### src/rtl/wm_pkg.sv
// Shared definitions for the wash-machine stages.
// Covers the settle FSM state codes, programme codes and the BCD ceiling.
package wm_pkg;

    typedef logic [11:0] bcd3_t;

    localparam bcd3_t BCD_MAX = 12'h999;

    localparam logic [1:0] ST_IDLE   = 2'd0;
    localparam logic [1:0] ST_ALARM  = 2'd1;
    localparam logic [1:0] ST_SETTLE = 2'd2;
    localparam logic [1:0] ST_HOLD   = 2'd3;

    localparam logic [1:0] MODE_DRY    = 2'd0;
    localparam logic [1:0] MODE_SMALL  = 2'd1;
    localparam logic [1:0] MODE_MEDIUM = 2'd2;
    localparam logic [1:0] MODE_BIG    = 2'd3;

endpackage

### src/rtl/bcd3_addsub.sv
// Combinational 3-digit BCD adder/subtractor with digit-wise carry/borrow.
// Addition saturates at 999; subtraction clamps to 000 and raises the flag on borrow.
module bcd3_addsub
    import wm_pkg::*;
(
    input  logic [11:0] a,
    input  logic [11:0] b,
    input  logic        sub,
    output logic [11:0] result,
    output logic        flag
);

    logic [3:0]  carry;
    logic [11:0] raw;

    assign carry[0] = 1'b0;

    for (genvar gi = 0; gi < 3; gi++) begin : g_digit
        logic [4:0] sum_raw;
        logic [4:0] dif_raw;
        logic       add_c;

        assign sum_raw = {1'b0, a[gi*4 +: 4]} + {1'b0, b[gi*4 +: 4]} + {4'b0, carry[gi]};
        assign dif_raw = {1'b0, a[gi*4 +: 4]} - {1'b0, b[gi*4 +: 4]} - {4'b0, carry[gi]};
        assign add_c   = (sum_raw >= 5'd10);

        // dif_raw lies in -10..9, so bit 4 is the sign of the digit difference
        always_comb begin
            raw[gi*4 +: 4] = sum_raw[3:0];
            if (sub) begin
                raw[gi*4 +: 4] = dif_raw[4] ? (dif_raw[3:0] + 4'd10) : dif_raw[3:0];
            end else if (add_c) begin
                raw[gi*4 +: 4] = sum_raw[3:0] - 4'd10;
            end
        end

        assign carry[gi+1] = sub ? dif_raw[4] : add_c;
    end

    assign flag   = carry[3];
    assign result = flag ? (sub ? 12'h000 : BCD_MAX) : raw;

endmodule

### src/rtl/coin_settle.sv
// Post-wash payment stage: buzzes until pickup, accrues overtime fine per second,
// then settles price + fine against the user balance and holds the result.
module coin_settle
    import wm_pkg::*;
#(
    parameter int CLK_HZ   = 100000000,
    parameter int GRACE_S  = 3,
    parameter int BUZ_HALF = CLK_HZ / 4
) (
    input  logic        clk,
    input  logic        rst,
    input  logic        start,
    input  logic [1:0]  mode,
    input  logic [11:0] price_dy,
    input  logic [11:0] price_s,
    input  logic [11:0] price_m,
    input  logic [11:0] price_b,
    input  logic [11:0] fine_rate,
    input  logic [11:0] bal,
    input  logic        confirm,
    output logic        busy,
    output logic        buzzer,
    output logic [11:0] fine,
    output logic [11:0] charge,
    output logic [11:0] change,
    output logic        short,
    output logic [11:0] income,
    output logic        income_valid,
    output logic        done
);

    localparam int TW = (CLK_HZ > 1) ? $clog2(CLK_HZ) : 1;
    localparam int BW = (BUZ_HALF > 1) ? $clog2(BUZ_HALF) : 1;
    localparam int SW = (GRACE_S > 0) ? $clog2(GRACE_S + 1) : 1;

    localparam logic [TW-1:0] TICK_LAST = TW'(CLK_HZ - 1);
    localparam logic [BW-1:0] BUZ_LAST  = BW'(BUZ_HALF - 1);
    localparam logic [SW-1:0] SEC_MAX   = SW'(GRACE_S);

    logic [1:0]    state_reg;
    logic [TW-1:0] tick_cnt_reg;
    logic [BW-1:0] buz_cnt_reg;
    logic [SW-1:0] sec_reg;
    bcd3_t         price_reg, rate_reg, bal_reg, fine_reg;
    bcd3_t         charge_reg, change_reg, income_reg;
    logic          short_reg, buzzer_reg, income_valid_reg, done_reg;

    bcd3_t         price_sel, fine_sum, charge_sum, change_diff;
    logic          fine_sat, charge_sat, change_borrow;
    logic          tick;

    always_comb begin
        price_sel = price_dy;
        case (mode)
            MODE_SMALL:  price_sel = price_s;
            MODE_MEDIUM: price_sel = price_m;
            MODE_BIG:    price_sel = price_b;
            default:     price_sel = price_dy;
        endcase
    end

    assign tick = (state_reg == ST_ALARM) && (tick_cnt_reg == TICK_LAST);

    bcd3_addsub u_fine (
        .a      (fine_reg),
        .b      (rate_reg),
        .sub    (1'b0),
        .result (fine_sum),
        .flag   (fine_sat)
    );

    bcd3_addsub u_charge (
        .a      (price_reg),
        .b      (fine_reg),
        .sub    (1'b0),
        .result (charge_sum),
        .flag   (charge_sat)
    );

    // Compares the balance against the freshly saturated charge, not the stale register
    bcd3_addsub u_change (
        .a      (bal_reg),
        .b      (charge_sum),
        .sub    (1'b1),
        .result (change_diff),
        .flag   (change_borrow)
    );

    always_ff @(posedge clk or negedge rst) begin
        if (!rst) begin
            state_reg        <= ST_IDLE;
            tick_cnt_reg     <= '0;
            buz_cnt_reg      <= '0;
            sec_reg          <= '0;
            price_reg        <= '0;
            rate_reg         <= '0;
            bal_reg          <= '0;
            fine_reg         <= '0;
            charge_reg       <= '0;
            change_reg       <= '0;
            income_reg       <= '0;
            short_reg        <= 1'b0;
            buzzer_reg       <= 1'b0;
            income_valid_reg <= 1'b0;
            done_reg         <= 1'b0;
        end else begin
            income_valid_reg <= 1'b0;
            done_reg         <= 1'b0;
            case (state_reg)
                ST_IDLE: begin
                    if (start) begin
                        price_reg    <= price_sel;
                        rate_reg     <= fine_rate;
                        bal_reg      <= bal;
                        fine_reg     <= '0;
                        sec_reg      <= '0;
                        tick_cnt_reg <= '0;
                        buz_cnt_reg  <= '0;
                        buzzer_reg   <= 1'b1;
                        state_reg    <= ST_ALARM;
                    end
                end
                ST_ALARM: begin
                    // A pickup in the same cycle as a tick discards that tick's fine
                    if (confirm) begin
                        buzzer_reg <= 1'b0;
                        state_reg  <= ST_SETTLE;
                    end else begin
                        tick_cnt_reg <= tick ? '0 : tick_cnt_reg + TW'(1);
                        if (tick) begin
                            if (sec_reg == SEC_MAX) begin
                                fine_reg <= fine_sum;
                            end else begin
                                sec_reg <= sec_reg + SW'(1);
                            end
                        end
                        if (buz_cnt_reg == BUZ_LAST) begin
                            buz_cnt_reg <= '0;
                            buzzer_reg  <= ~buzzer_reg;
                        end else begin
                            buz_cnt_reg <= buz_cnt_reg + BW'(1);
                        end
                    end
                end
                ST_SETTLE: begin
                    charge_reg <= charge_sum;
                    if (!change_borrow) begin
                        change_reg <= change_diff;
                        income_reg <= charge_sum;
                        short_reg  <= 1'b0;
                    end else begin
                        change_reg <= '0;
                        income_reg <= bal_reg;
                        short_reg  <= 1'b1;
                    end
                    income_valid_reg <= 1'b1;
                    state_reg        <= ST_HOLD;
                end
                ST_HOLD: begin
                    if (confirm) begin
                        done_reg  <= 1'b1;
                        state_reg <= ST_IDLE;
                    end
                end
                default: state_reg <= ST_IDLE;
            endcase
        end
    end

    assign busy         = (state_reg != ST_IDLE);
    assign buzzer       = buzzer_reg;
    assign fine         = fine_reg;
    assign charge       = charge_reg;
    assign change       = change_reg;
    assign short        = short_reg;
    assign income       = income_reg;
    assign income_valid = income_valid_reg;
    assign done         = done_reg;

endmodule
### config.mk
export PLATFORM = sky130hd
export DESIGN_NAME = coin_settle
export DESIGN_NICKNAME = d
export VERILOG_FILES = /design/src/rtl/wm_pkg.sv /design/src/rtl/bcd3_addsub.sv /design/src/rtl/coin_settle.sv
export SDC_FILE = /design/constraint.sdc
export NUM_CORES = 1
export LEC_CHECK = 0
export BUFFER_PORTS_ARGS = -buffer_cell sky130_fd_sc_hd__buf_2
export CORE_ASPECT_RATIO = 1.4
export CORE_MARGIN = 2
export CORE_UTILIZATION = 48
export CTS_CLUSTER_DIAMETER = 50
export DETAILED_ROUTE_END_ITERATION = 12
export PLACE_DENSITY = 0.69
export RECOVER_POWER = 25
export SLEW_MARGIN = 20
export SYNTH_ARGS = -nofsm -noshare
export SYNTH_HDL_FRONTEND = slang
export SYNTH_SLANG_ARGS = --single-unit
### constraint.sdc
create_clock -name clk -period 10.7 [get_ports clk]
set_input_delay 1.07 -clock clk [delete_from_list [all_inputs] [get_ports clk]]
set_output_delay 1.07 -clock clk [all_outputs]
set_load 0.005 [all_outputs]
# Yosys cells after proc, flatten, opt, wreduce, memory -nomap -nowiden
# Cells that the tools add are included.
# classes
add_sub_neg,24
order_cmp,6
n_eq_ne,17
muxes,41
bitwise,1
reduce_logical,10
# op_table
cell,n
$mux 12,8
$mux 27,3
$mux 25,3
$pmux 27 s2,1
$pmux 25 s2,1
$pmux 12 s3,1
$add 4x4->5,6
$ge 5x4->1 const B,6
$add 27x1->27 const B,1
$eq 27x27->1 const B,1
$add 25x1->25 const B,1
$eq 25x25->1 const B,1
$mux 4,6
$pmux 12 s2,1
$add 5x1->5,4
$sub 4x4->4 const B,4
$sub 4x4->5,3
$mux 2,7
$ne 2x2->1 const B,6
$eq 2x2->1 const B,5
$reduce_and 5->1,2
$sub 5x1->5,2
$reduce_and 3->1,3
$add 4x4->4 const B,2
other kinds (13),21
# totals
regBits,144
inputBits,78
out_inout_bits,53
word_cells,114

# Depth between registers and ports, before layout
# Gate-level depths: netlist of run 1.
# depth
word_depth,12
mapped_depth,49
mapped_depth_nobuf,48

# Modules after synthesis
# Synthesis of run 1 repeated with hierarchy kept, for this count alone.
# unflattened
cells_unflattened,1357
hier_area_um2,12545.8
# by_module_without_submodules
module,instances,cells_each,area_each_um2,seq_area_each_um2
coin_settle,1,673,7214.4,3603.5
bcd3_addsub (u_charge ...),2,235,1799.2,0.0
bcd3_addsub (u_change),1,214,1732.9,0.0

# Worst setup path after synthesis of run 1
# OpenSTA, ideal clock, no wires.
# synth_timing
path_kind,reg-to-reg
startpoint,"register fine_reg[0], in the netlist fine[0]"
endpoint,"register income_reg[8], in the netlist income[8]"
setup_time_ps,125
arrival_ps,9601
required_ps,10575
slack_ps,974
path_stages_with_launch,48
n_path_buf,1
period_less_slack_ps,9726
path_cell_list,dfrtp_1 ha_1 inv_1 fa_1 xnor2_1 inv_1 ha_1 o31a_1 nor3_1 nor2_1 inv_1 fa_1 inv_1 fa_1 xnor2_1 inv_1 ha_1 o31ai_1 (+12 left out) a21o_1 a21oi_1 fa_1 inv_1 fa_1 nand2b_1 a21oi_1 xnor2_1 xor2_1 ha_1 a21o_1 ha_1 o21a_1 o31ai_1 o2bb2ai_1 clkbuf_1 o21ai_0 mux2_2
# synth_via
elab_chain_len,11
elab_cells_between_ends,17
cone_classes,add/sub (10); order compare (3); mux (4)
# synth_lines
element,line_no,text
start: declaration,coin_settle.sv:44,"bcd3_t price_reg, rate_reg, bal_reg, fine_reg;"
start signal: assignment,coin_settle.sv:132,fine_reg <= fine_sum;
$add 4x4->5 (*),bcd3_addsub.sv:23,"assign sum_raw = {1'b0, a[gi*4 +: 4]} + {1'b0, b[gi*4 +: 4]} + {4'b0, carry[gi]};"
$ge 5x4->1,bcd3_addsub.sv:25,assign add_c = (sum_raw >= 5'd10);
$add 5x1->5,bcd3_addsub.sv:23,
$ge 5x4->1,bcd3_addsub.sv:25,
$add 5x1->5,bcd3_addsub.sv:23,
$ge 5x4->1,bcd3_addsub.sv:25,
$mux 12 (*),bcd3_addsub.sv:41,assign result = flag ? (sub ? 12'h000 : BCD_MAX) : raw;
net charge_sum[0],coin_settle.sv:48,"bcd3_t price_sel, fine_sum, charge_sum, change_diff;"
$sub 4x4->5 (*),bcd3_addsub.sv:24,"assign dif_raw = {1'b0, a[gi*4 +: 4]} - {1'b0, b[gi*4 +: 4]} - {4'b0, carry[gi]};"
$sub 5x1->5 (*) (2 in a row),bcd3_addsub.sv:24,
$mux 12 (*),coin_settle.sv:147,if (!change_borrow) begin
end signal: assignment,coin_settle.sv:149,income_reg <= charge_sum;
end signal: assignment,coin_settle.sv:153,income_reg <= bal_reg;
end: declaration,coin_settle.sv:45,"bcd3_t charge_reg, change_reg, income_reg;"
# Mark *: on every way through the listed nets, which the timed path passes. The rest lies on a longest branch.
# A chain may end at the register's enable or synchronous reset.

# Worst setup path in the final report of run 1
# layout_timing
startpoint,"register fine_reg[0], in the netlist fine[0]"
endpoint,"register income_reg[1], in the netlist income[1]"
# Same word-level chain as after synthesis.

==> impl_metrics.env, run 1 <==
export IMPL_status="complete, but fails checks"
export IMPL_violations="capacitance limit, slew limit"
export IMPL_finalCritPeriodShare_pct=94.0
export IMPL_globalRouteOverflowTotal=0
export IMPL_p_per_area_nw_per_um2=389
export IMPL_dpl_hpwl_um=16500
export IMPL_avgSynthCellArea_um2=10.0
export IMPL_wl_per_cell_um=17.3
export IMPL_worst_setup_path_start_kind="flip-flop"
export IMPL_dpl_cell_area_um2=9750
export IMPL_min_path_type="flip-flop to flip-flop"
export IMPL_holdBufCountCts=0
export IMPL_p_leak_nw=4.80
export IMPL_mostFrequentLayoutCells="143 x dfrtp_1, 127 x buf_2, 77 x inv_1"
export IMPL_yosysWarnings=0
export IMPL_fin_setup_tns_ns=0
export IMPL_synthAdderAreaFrac_pct=10.2
export IMPL_critical_path_most_common_cell="inv_1"
export IMPL_cts_root_buffer_cell="clkbuf_16"
export IMPL_largest_reg_flops=27
export IMPL_final_nets=1152
export IMPL_ios=131
export IMPL_worst_pin_slew_ns=4.09
export IMPL_ys_async_sr_fraction_pct=100
export IMPL_ys_seq_elements=144
export IMPL_maxCapViolCount=2
export IMPL_cts_tree="built"
export IMPL_cts_max_path_buffers=2
export IMPL_row_count=58
export IMPL_firstDrtPassIters=5
export IMPL_antenna_found_initial=1
export IMPL_track_usage_pct=23.2
export IMPL_gp_congestion=0.867
export IMPL_yosys_area_share_simple_pct=15.5
export IMPL_vias=7072
export IMPL_route_detailed_drc=0
export IMPL_worst_setup_path_end_kind="flip-flop"
export IMPL_relSlewSlack_pct=-173
export IMPL_critPathMaxStageDelay_ns=0.44
export IMPL_n_fill_cell=1614
export IMPL_grt_max_degree=79
export IMPL_fmax_ghz=0.0994
export IMPL_synth_cell_type_count=75
export IMPL_drv_slew=117
export IMPL_die_area_um2=19400
export IMPL_totalWireLength_um=21900
export IMPL_cp_max_fo=14
export IMPL_min_path_cells=1
export IMPL_fin_cells=1265
export IMPL_crit_arrival_ns=10.40
export IMPL_syn_instance_count=876
export IMPL_slowest_stage="fa_1"
export IMPL_fp_coreArea_um2=18000
export IMPL_syn_area_um2=8800
export IMPL_peakVddDrop_v=0.000237
export IMPL_die_x_um=118
export IMPL_setup_viol=0
export IMPL_synth_top_family_by_area="simple AND/OR/NAND/NOR gates"
export IMPL_yosysSeqAreaShare_pct=40.9
export IMPL_clock_sinks=144
export IMPL_finalHoldViolations=0
export IMPL_clkTransAtPathRegs_ns=0.06
export IMPL_first_iter_violations=407
export IMPL_synth_fp_nets=1018
export IMPL_dpl_cell_count=1231
export IMPL_avgViaCountPerCell=5.59
export IMPL_ant_nets=0
export IMPL_area_growth_pct=18.3
export IMPL_io_buffers=130
export IMPL_clock_latency_ns=0.43
export IMPL_multi_input_area_um2=4870
export IMPL_reg2reg_depth=47
export IMPL_muxShareOfSynthArea_pct=9.74
export IMPL_grt_pass1_wl_um=35700
export IMPL_numCtsBuffers=17
export IMPL_die_y_um=164
export IMPL_initial_core_util_pct=48.9
export IMPL_crit_required_ns=11.04
export IMPL_fin_area_um2=10400
export IMPL_synth_compound_area_share_pct=13.6
export IMPL_worstSetupPathType="flip-flop to flip-flop"
export IMPL_ctsHtreeMaxLevel=4
export IMPL_ys_flop_type="dfrtp_1"
export IMPL_seqCellArea_um2=3600
export IMPL_drive_above_1_share_pct=24.8
export IMPL_period_needed_ns=10.06
export IMPL_synth_edf_count=0
export IMPL_fin_skew_ns=0.00774
export IMPL_final_common_cell="dfrtp_1"
export IMPL_synth_xor_xnor_area_share_pct=5.37
export IMPL_grt_pass1_vias=7243
[worst max-delay path: cells and delay by family, from the launching register on]
family                   cells  cell delay (ns)
AO/OA/AOI/OAI               13             2.72
XOR/XNOR                     4             0.66
adder cells (fa/ha/maj)     14             4.12
buffers and inverters       10             0.86
flip-flops                   1             0.40
AND/OR/NAND/NOR              6             1.21
[power breakdown]
| group | internal (mW) | switching [mW] |
|---|---|---|
| combinational | 1.13 | 1.48 |
| clock | 0.378 | 0.241 |
| sequential | 0.709 | 0.116 |
[cells in the mapped netlist, types with 3 or more instances]
cell type  number  area share, %
dfrtp_1       144             41
inv_1          78            3.3
nor2_1         67            2.9
nand2_1        61            2.6
ha_1           51            7.3
o21ai_0        50            2.8
mux2_2         45            5.8
nand3_1        32            1.8
xor2_1         31            3.1
a21oi_1        25            1.4
xnor2_1        23            2.3
nor2b_1        22            1.6
clkbuf_1       17           0.73
nor3_1         16           0.91
fa_1           13            3.0
mux4_2         12            3.1
o22ai_1        11           0.78
o31ai_1        11           0.94
a31oi_1        10           0.71
nand2b_1       10           0.71
nand4_1        10           0.71
a21o_1          9           0.77
a22o_1          9           0.90
and3_1          8           0.57
mux2i_1         8           0.91
nor4_1          7           0.50
a31o_2          6           0.60
a211oi_1        5           0.43
buf_2           5           0.28
or3_1           5           0.36
o2111ai_1       4           0.40
o211ai_1        4           0.34
o21a_1          4           0.34
a21boi_0        3           0.26
and2_1          3           0.21
nor3b_1         3           0.26
nor4b_1         3           0.30
o311ai_0        3           0.30
or4_1           3           0.26
[routing by layer]
| layer | track usage, % | part of all wire (%) | vias up |
|---|---|---|---|
| met4 | 10.1 | 2.6 | 0 |
| met2 | 41.0 | 52 | 182 |
| met3 | 4.86 | 5.1 | 39 |
| met1 | 27.5 | 41 | 3461 |
| li1 | - | - | 3390 |
| met5 | 0 | 0 | - |
[cells by family (layout without fill, tap and decap cells)]
logic type | count (synthesis) | after routing
XOR/XNOR | 54 | 54
AND/OR/NAND/NOR | 267 | 267
buffers and inverters | 104 | 251
multiplexers | 65 | 65
flip-flops | 144 | 144
AO/OA/AOI/OAI | 178 | 178
adder cells (fa/ha/maj) | 64 | 64
other | 0 | 2
[worst paths after layout]
check                         from   endpoint  slack (ns)
max in group asynchronous      rst    fine[1]        6.10
hold reg to reg              short      short        0.51
min in group asynchronous      rst  income[8]        2.08
setup / recovery           fine[0]  income[1]        0.64
hold / removal               short      short        0.51
setup reg to reg           fine[0]  income[1]        0.64
[per-stage QoR]
step | util [%] | power (mW) | setup WS [ns] | hold slack [ns]
after floorplan | - | 2.63 | 0.974 | 0.460
after global placement | 54.1 | 3.27 | 0.644 | 0.476
after detailed placement | 54.2 | 3.33 | 0.245 | 0.492
after CTS | 57.6 | 3.98 | 0.171 | 0.506
after global routing | 57.8 | 4.40 | -0.00848 | 0.524
final | 57.8 | 4.05 | 0.639 | 0.505
[timing repair]
item	CTS	global route
buffers inserted	0	0
setup endpoints to repair	0	25
gates resized for setup	0	12
[area by class of cell]
class / count / share of cell area (%)
clock buffer: 19 / 4.35
tap: 240 / 2.88
sequential: 144 / 34.6
timing repair buffer: 141 / 6.97
clock inverter: 13 / 1.56
multi-input combinational: 628 / 46.7
inverter: 78 / 2.81
antenna: 2 / 0.0481
(Power assumes the default switching activity.)
==> run 2: changes to the inputs <==
- RECOVER_POWER: 25 -> 50
==> run 2 against run 1 <==
Effect of this change:
- clock skew decreased by 0.00066 ns
- the run still ends with capacitance limit, slew limit left
- combinational power barely moved
- hold slack is essentially flat
- critical path depth unchanged
- critical endpoint unchanged
==> impl_metrics.env, run 2 (synthesis gave the netlist of run 1 again) <==
export IMPL_dr_wl_met2_um=11300
export IMPL_slowest_stage="fa_1"
export IMPL_p_per_area_nw_per_um2=390
export IMPL_route_detailed_drc=0
export IMPL_drive_above_1_share_pct=21.7
export IMPL_maxCapViolCount=2
export IMPL_setup_viol=0
export IMPL_clkTransAtPathRegs_ns=0.06
export IMPL_die_x_um=118
export IMPL_cts_max_path_buffers=2
export IMPL_first_iter_violations=381
export IMPL_fp_coreArea_um2=18000
export IMPL_worst_slack_ns=0.623
export IMPL_worstSetupPathType="flip-flop to flip-flop"
export IMPL_cp_max_fo=14
export IMPL_dpl_cell_area_um2=9750
export IMPL_clock_sinks=144
export IMPL_initial_core_util_pct=48.9
export IMPL_die_area_um2=19400
export IMPL_clock_latency_ns=0.43
export IMPL_place_ws_ns=0.245
export IMPL_globalRouteOverflowTotal=0
export IMPL_ios=131
export IMPL_period_needed_ns=10.08
export IMPL_wl_per_cell_um=17.4
export IMPL_numCtsBuffers=17
export IMPL_finalHoldViolations=0
export IMPL_p_total_mw=4.05
export IMPL_ctsHtreeMaxLevel=4
export IMPL_cts_root_buffer_cell="clkbuf_16"
export IMPL_row_count=58
export IMPL_avgViaCountPerCell=5.63
export IMPL_worst_pin_slew_ns=4.08
export IMPL_io_buffers=130
export IMPL_final_nets=1152
export IMPL_vias=7119
export IMPL_relSlewSlack_pct=-172
export IMPL_drt_met1_wl_um=8990
export IMPL_crit_arrival_ns=10.41
export IMPL_grt_pass1_vias=7243
export IMPL_violations="capacitance limit, slew limit"
export IMPL_grt_pass1_wl_um=35700
export IMPL_mostFrequentLayoutCells="143 x dfrtp_1, 96 x buf_2, 77 x inv_1"
export IMPL_fin_area_um2=10400
export IMPL_area_growth_pct=17.8
export IMPL_firstDrtPassIters=5
export IMPL_antenna_found_initial=1
export IMPL_worst_setup_path_start_kind="flip-flop"
export IMPL_die_y_um=164
export IMPL_fin_skew_ns=0.00708
export IMPL_final_common_cell="dfrtp_1"
export IMPL_wl_met3_um=1120
export IMPL_fmax_ghz=0.0992
export IMPL_highest_layer="met4"
export IMPL_postCtsSetupBuffers=0
export IMPL_critPathMaxStageDelay_ns=0.44
export IMPL_gp_congestion=0.867
export IMPL_status="complete, but fails checks"
export IMPL_worst_setup_path_end_kind="flip-flop"
export IMPL_track_usage_pct=23.2
export IMPL_crit_required_ns=11.04
export IMPL_totalWireLength_um=22000
export IMPL_holdBufCountCts=0
export IMPL_critical_path_most_common_cell="inv_1"
export IMPL_finalCritPeriodShare_pct=94.2
export IMPL_peakVddDrop_v=0.000236
export IMPL_cts_tree="built"
export IMPL_drv_slew=117
export IMPL_grt_max_degree=79
export IMPL_ant_nets=0
export IMPL_p_leak_nw=4.69
export IMPL_dpl_hpwl_um=16500
export IMPL_largest_reg_flops=27
export IMPL_min_path_type="flip-flop to flip-flop"
==> run 2: cell types whose count changed in the layout (fill, tap and decap cells not counted) <==
| cell | previous run | this run |
|---|---|---|
| buf_2 | 127 | 96 |
| buf_4 | 10 | 9 |
| clkbuf_1 | 4 | 36 |
==> run 2: stage by stage <==
stage	cells	utilization (%)	hold slack [ns]	TNS (ns)
2_1_floorplan	876	-	0.460	0
3_3_place_gp	1231	54.1	0.476	0
3_5_place_dp	1231	54.2	0.492	0
4_1_cts	1263	57.6	0.506	0
5_1_grt	1263	57.6	0.525	-0.00848
6_report	1265	57.6	0.505	0
==> run 2: final cells by class <==
class,instances,area [µm²]
multi-input cells,628,4870
well taps,240,300
fillers,1636,7630
inverters,78,293
clock inverters,13,163
repair buffers,141,683
flip-flops and latches,144,3600
diodes,2,5.00
clock buffers,19,453
==> run 2: metal layers <==
layer / up-vias / GRT usage [%]
met1: 3482 / 27.5
met3: 41 / 4.86
met4: 0 / 10.1
li1: 3394 / -
met5: - / 0
met2: 202 / 41.0
==> run 2: worst max-delay path, delay by kind of cell (launching register included) <==
family | cells | cell delay [ns]
flip-flops | 1 | 0.39
AO/OA/AOI/OAI | 13 | 2.73
AND/OR/NAND/NOR | 6 | 1.21
adder cells (fa/ha/maj) | 14 | 4.13
buffers and inverters | 10 | 0.86
XOR/XNOR | 4 | 0.66
==> run 2: path summary, 6_finish.rpt <==
kind,from,slack [ns],to,cells past startpoint
worst max-delay path,fine[0],0.62,income[1],47
worst min-delay path,short,0.50,short,1
worst max register to register,fine[0],0.62,income[1],47
worst min register to register,short,0.50,short,1
max in group asynchronous,rst,6.09,fine[1],2
min in group asynchronous,rst,2.08,income[8],1
==> run 2: timing repair <==
action                     4_1_cts  5_1_grt
hold endpoints to repair         0        0
gates resized for setup          0       12
setup endpoints to repair        0       25
==> run 2: report_power, final <==
part	internal [mW]	total, mW	switching (mW)
Combinational	1.11	2.60	1.49
Sequential	0.710	0.828	0.118
Clock	0.378	0.619	0.241
==> run 3: changes to the inputs <==
- CORE_MARGIN: 2 -> 3
==> run 3 against run 2 <==
Effect of this change:
- the run still ends with capacitance limit, slew limit left
- flip-flop and latch count is the same
- sequential power is essentially flat
- sequential share of layout area shrank 0.17 points
- first-iteration DRC count grew 14%
- total power grew 3.4%
- global-route usage shrank 0.79 points
- setup slack gained 0.073 ns
- critical endpoint unchanged
- largest cell class unchanged
- largest power group unchanged
==> impl_metrics.env, run 3 (synthesis gave the netlist of run 1 again) <==
export IMPL_grt_pass1_wl_um=36200
export IMPL_vias=7105
export IMPL_fin_skew_ns=0.00966
export IMPL_fin_setup_tns_ns=0
export IMPL_critPathTopFamily="adder cells"
export IMPL_ctsHtreeMaxLevel=4
export IMPL_wl_per_cell_um=17.7
export IMPL_holdBufCountCts=0
export IMPL_antenna_found_initial=1
export IMPL_maxCapViolCount=3
export IMPL_grt_max_degree=80
export IMPL_reg2reg_depth=46
export IMPL_p_leak_nw=4.72
export IMPL_worst_setup_path_end_kind="flip-flop"
export IMPL_die_area_um2=20000
export IMPL_setup_viol=0
export IMPL_cp_num_cells=46
export IMPL_crit_arrival_ns=10.33
export IMPL_drv_slew=184
export IMPL_firstDrtPassIters=5
export IMPL_dpl_hpwl_um=16200
export IMPL_final_common_cell="dfrtp_1"
export IMPL_die_y_um=166
export IMPL_die_x_um=120
export IMPL_finalCritPeriodShare_pct=93.5
export IMPL_worst_pin_slew_ns=4.12
export IMPL_cts_tree="built"
export IMPL_row_count=58
export IMPL_worst_setup_path_start_kind="flip-flop"
export IMPL_track_usage_pct=22.5
export IMPL_status="complete, but fails checks"
export IMPL_numCtsBuffers=17
export IMPL_peakVddDrop_v=0.000215
export IMPL_p_total_mw=4.18
export IMPL_cp_max_fo=10
export IMPL_ant_nets=0
export IMPL_totalWireLength_um=22300
export IMPL_finalHoldViolations=0
export IMPL_worstSetupPathType="flip-flop to flip-flop"
export IMPL_fmax_ghz=0.100
export IMPL_violations="capacitance limit, slew limit"
export IMPL_place_ws_ns=-0.0256
export IMPL_cts_max_path_buffers=2
export IMPL_p_per_area_nw_per_um2=401
export IMPL_dpl_cell_area_um2=9740
export IMPL_largest_reg_flops=27
export IMPL_fp_coreArea_um2=18000
export IMPL_area_growth_pct=18.3
export IMPL_gp_congestion=0.854
export IMPL_cp_num_buf_inv=9
export IMPL_cts_root_buffer_cell="clkbuf_16"
export IMPL_avgViaCountPerCell=5.63
export IMPL_final_nets=1153
export IMPL_clkTransAtPathRegs_ns=0.06
export IMPL_mostFrequentLayoutCells="144 x dfrtp_1, 97 x buf_2, 77 x inv_1"
export IMPL_ios=131
export IMPL_io_buffers=130
export IMPL_route_detailed_drc=0
export IMPL_drive_above_1_share_pct=21.8
export IMPL_rrSetupSlack_ns=0.70
export IMPL_slowest_stage="fa_1"
export IMPL_globalRouteOverflowTotal=0
export IMPL_postCtsSetupBuffers=0
export IMPL_period_needed_ns=10.00
export IMPL_min_path_type="flip-flop to flip-flop"
export IMPL_crit_required_ns=11.03
export IMPL_critPathMaxStageDelay_ns=0.43
export IMPL_fin_area_um2=10400
export IMPL_grt_pass1_vias=7279
export IMPL_clock_sinks=144
export IMPL_antenna_cells=0
export IMPL_relSlewSlack_pct=-174
export IMPL_clock_latency_ns=0.43
export IMPL_min_path_cells=1
export IMPL_critical_path_most_common_cell="inv_1"
export IMPL_initial_core_util_pct=48.9
export IMPL_fin_hold_ws_ns=0.490
export IMPL_worst_slack_ns=0.696
export IMPL_first_iter_violations=436
==> run 3: changes by cell type in the layout (fill, tap and decap cells not counted), moves of 2 or more <==
cell / change
ha_1: -3
clkinvlp_4: -6
ha_2: +3
diode_2: -2
==> run 3: final cells by class <==
| cell class | instances | area (µm²) |
|---|---|---|
| Timing Repair Buffer | 141 | 681 |
| Sequential cell | 144 | 3600 |
| Tap cell | 240 | 300 |
| Inverter | 78 | 293 |
| Clock inverter | 9 | 156 |
| Fill cell | 1622 | 7580 |
| Clock buffer | 22 | 474 |
| Multi-Input combinational cell | 629 | 4910 |
==> run 3: metal layers <==
| layer | share of wire [%] | vias to the layer above | global-route usage (%) | wire length [µm] |
|---|---|---|---|---|
| met1 | 43 | 3497 | 27.9 | 9590 |
| met2 | 51 | 178 | 39.4 | 11400 |
| met5 | 0.058 | - | 0 | 13 |
| met3 | 3.9 | 37 | 4.09 | 878 |
| met4 | 1.9 | 2 | 7.10 | 429 |
| li1 | - | 3391 | - | - |
==> run 3: where the power goes <==
group	leakage (nW)	total (mW)	switching, mW	internal [mW]
Sequential	1.85	0.826	0.117	0.710
Clock	0.310	0.636	0.228	0.408
Combinational	2.56	2.72	1.56	1.16
==> run 3: worst reg2reg max path: cells and delay by family (launching register included) <==
family	cells	cell delay (ns)
AOI/OAI and AO/OA	12	2.56
xor gates and xnor gates	4	0.60
adders and majority gates	14	4.11
buffers and inverters	9	0.63
DFF	1	0.38
and+or+nand+nor	7	1.67
==> run 3: worst paths after layout <==
| kind | startpoint | endpoint |
|---|---|---|
| worst max-delay path | fine[0] | income[1] |
| worst min-delay path | short | short |
| min in group asynchronous | rst | bal_reg[8] |
| max in group asynchronous | rst | buz_cnt_reg[16] |
| worst max register to register | fine[0] | income[1] |
| worst min register to register | short | short |
==> run 3: what timing repair did <==
| action | CTS | global route |
|---|---|---|
| resized for setup | 1 | 15 |
| endpoints found under the setup margin | 9 | 25 |
| gates cloned | 0 | 1 |
| pin swaps | 0 | 3 |
==> run 3: metrics by stage <==
stage,util (%),cells
finish,57.9,1263
global route,57.9,1263
CTS,57.7,1262
detailed placement,54.1,1231
global placement,54.1,1231
floorplan,-,876
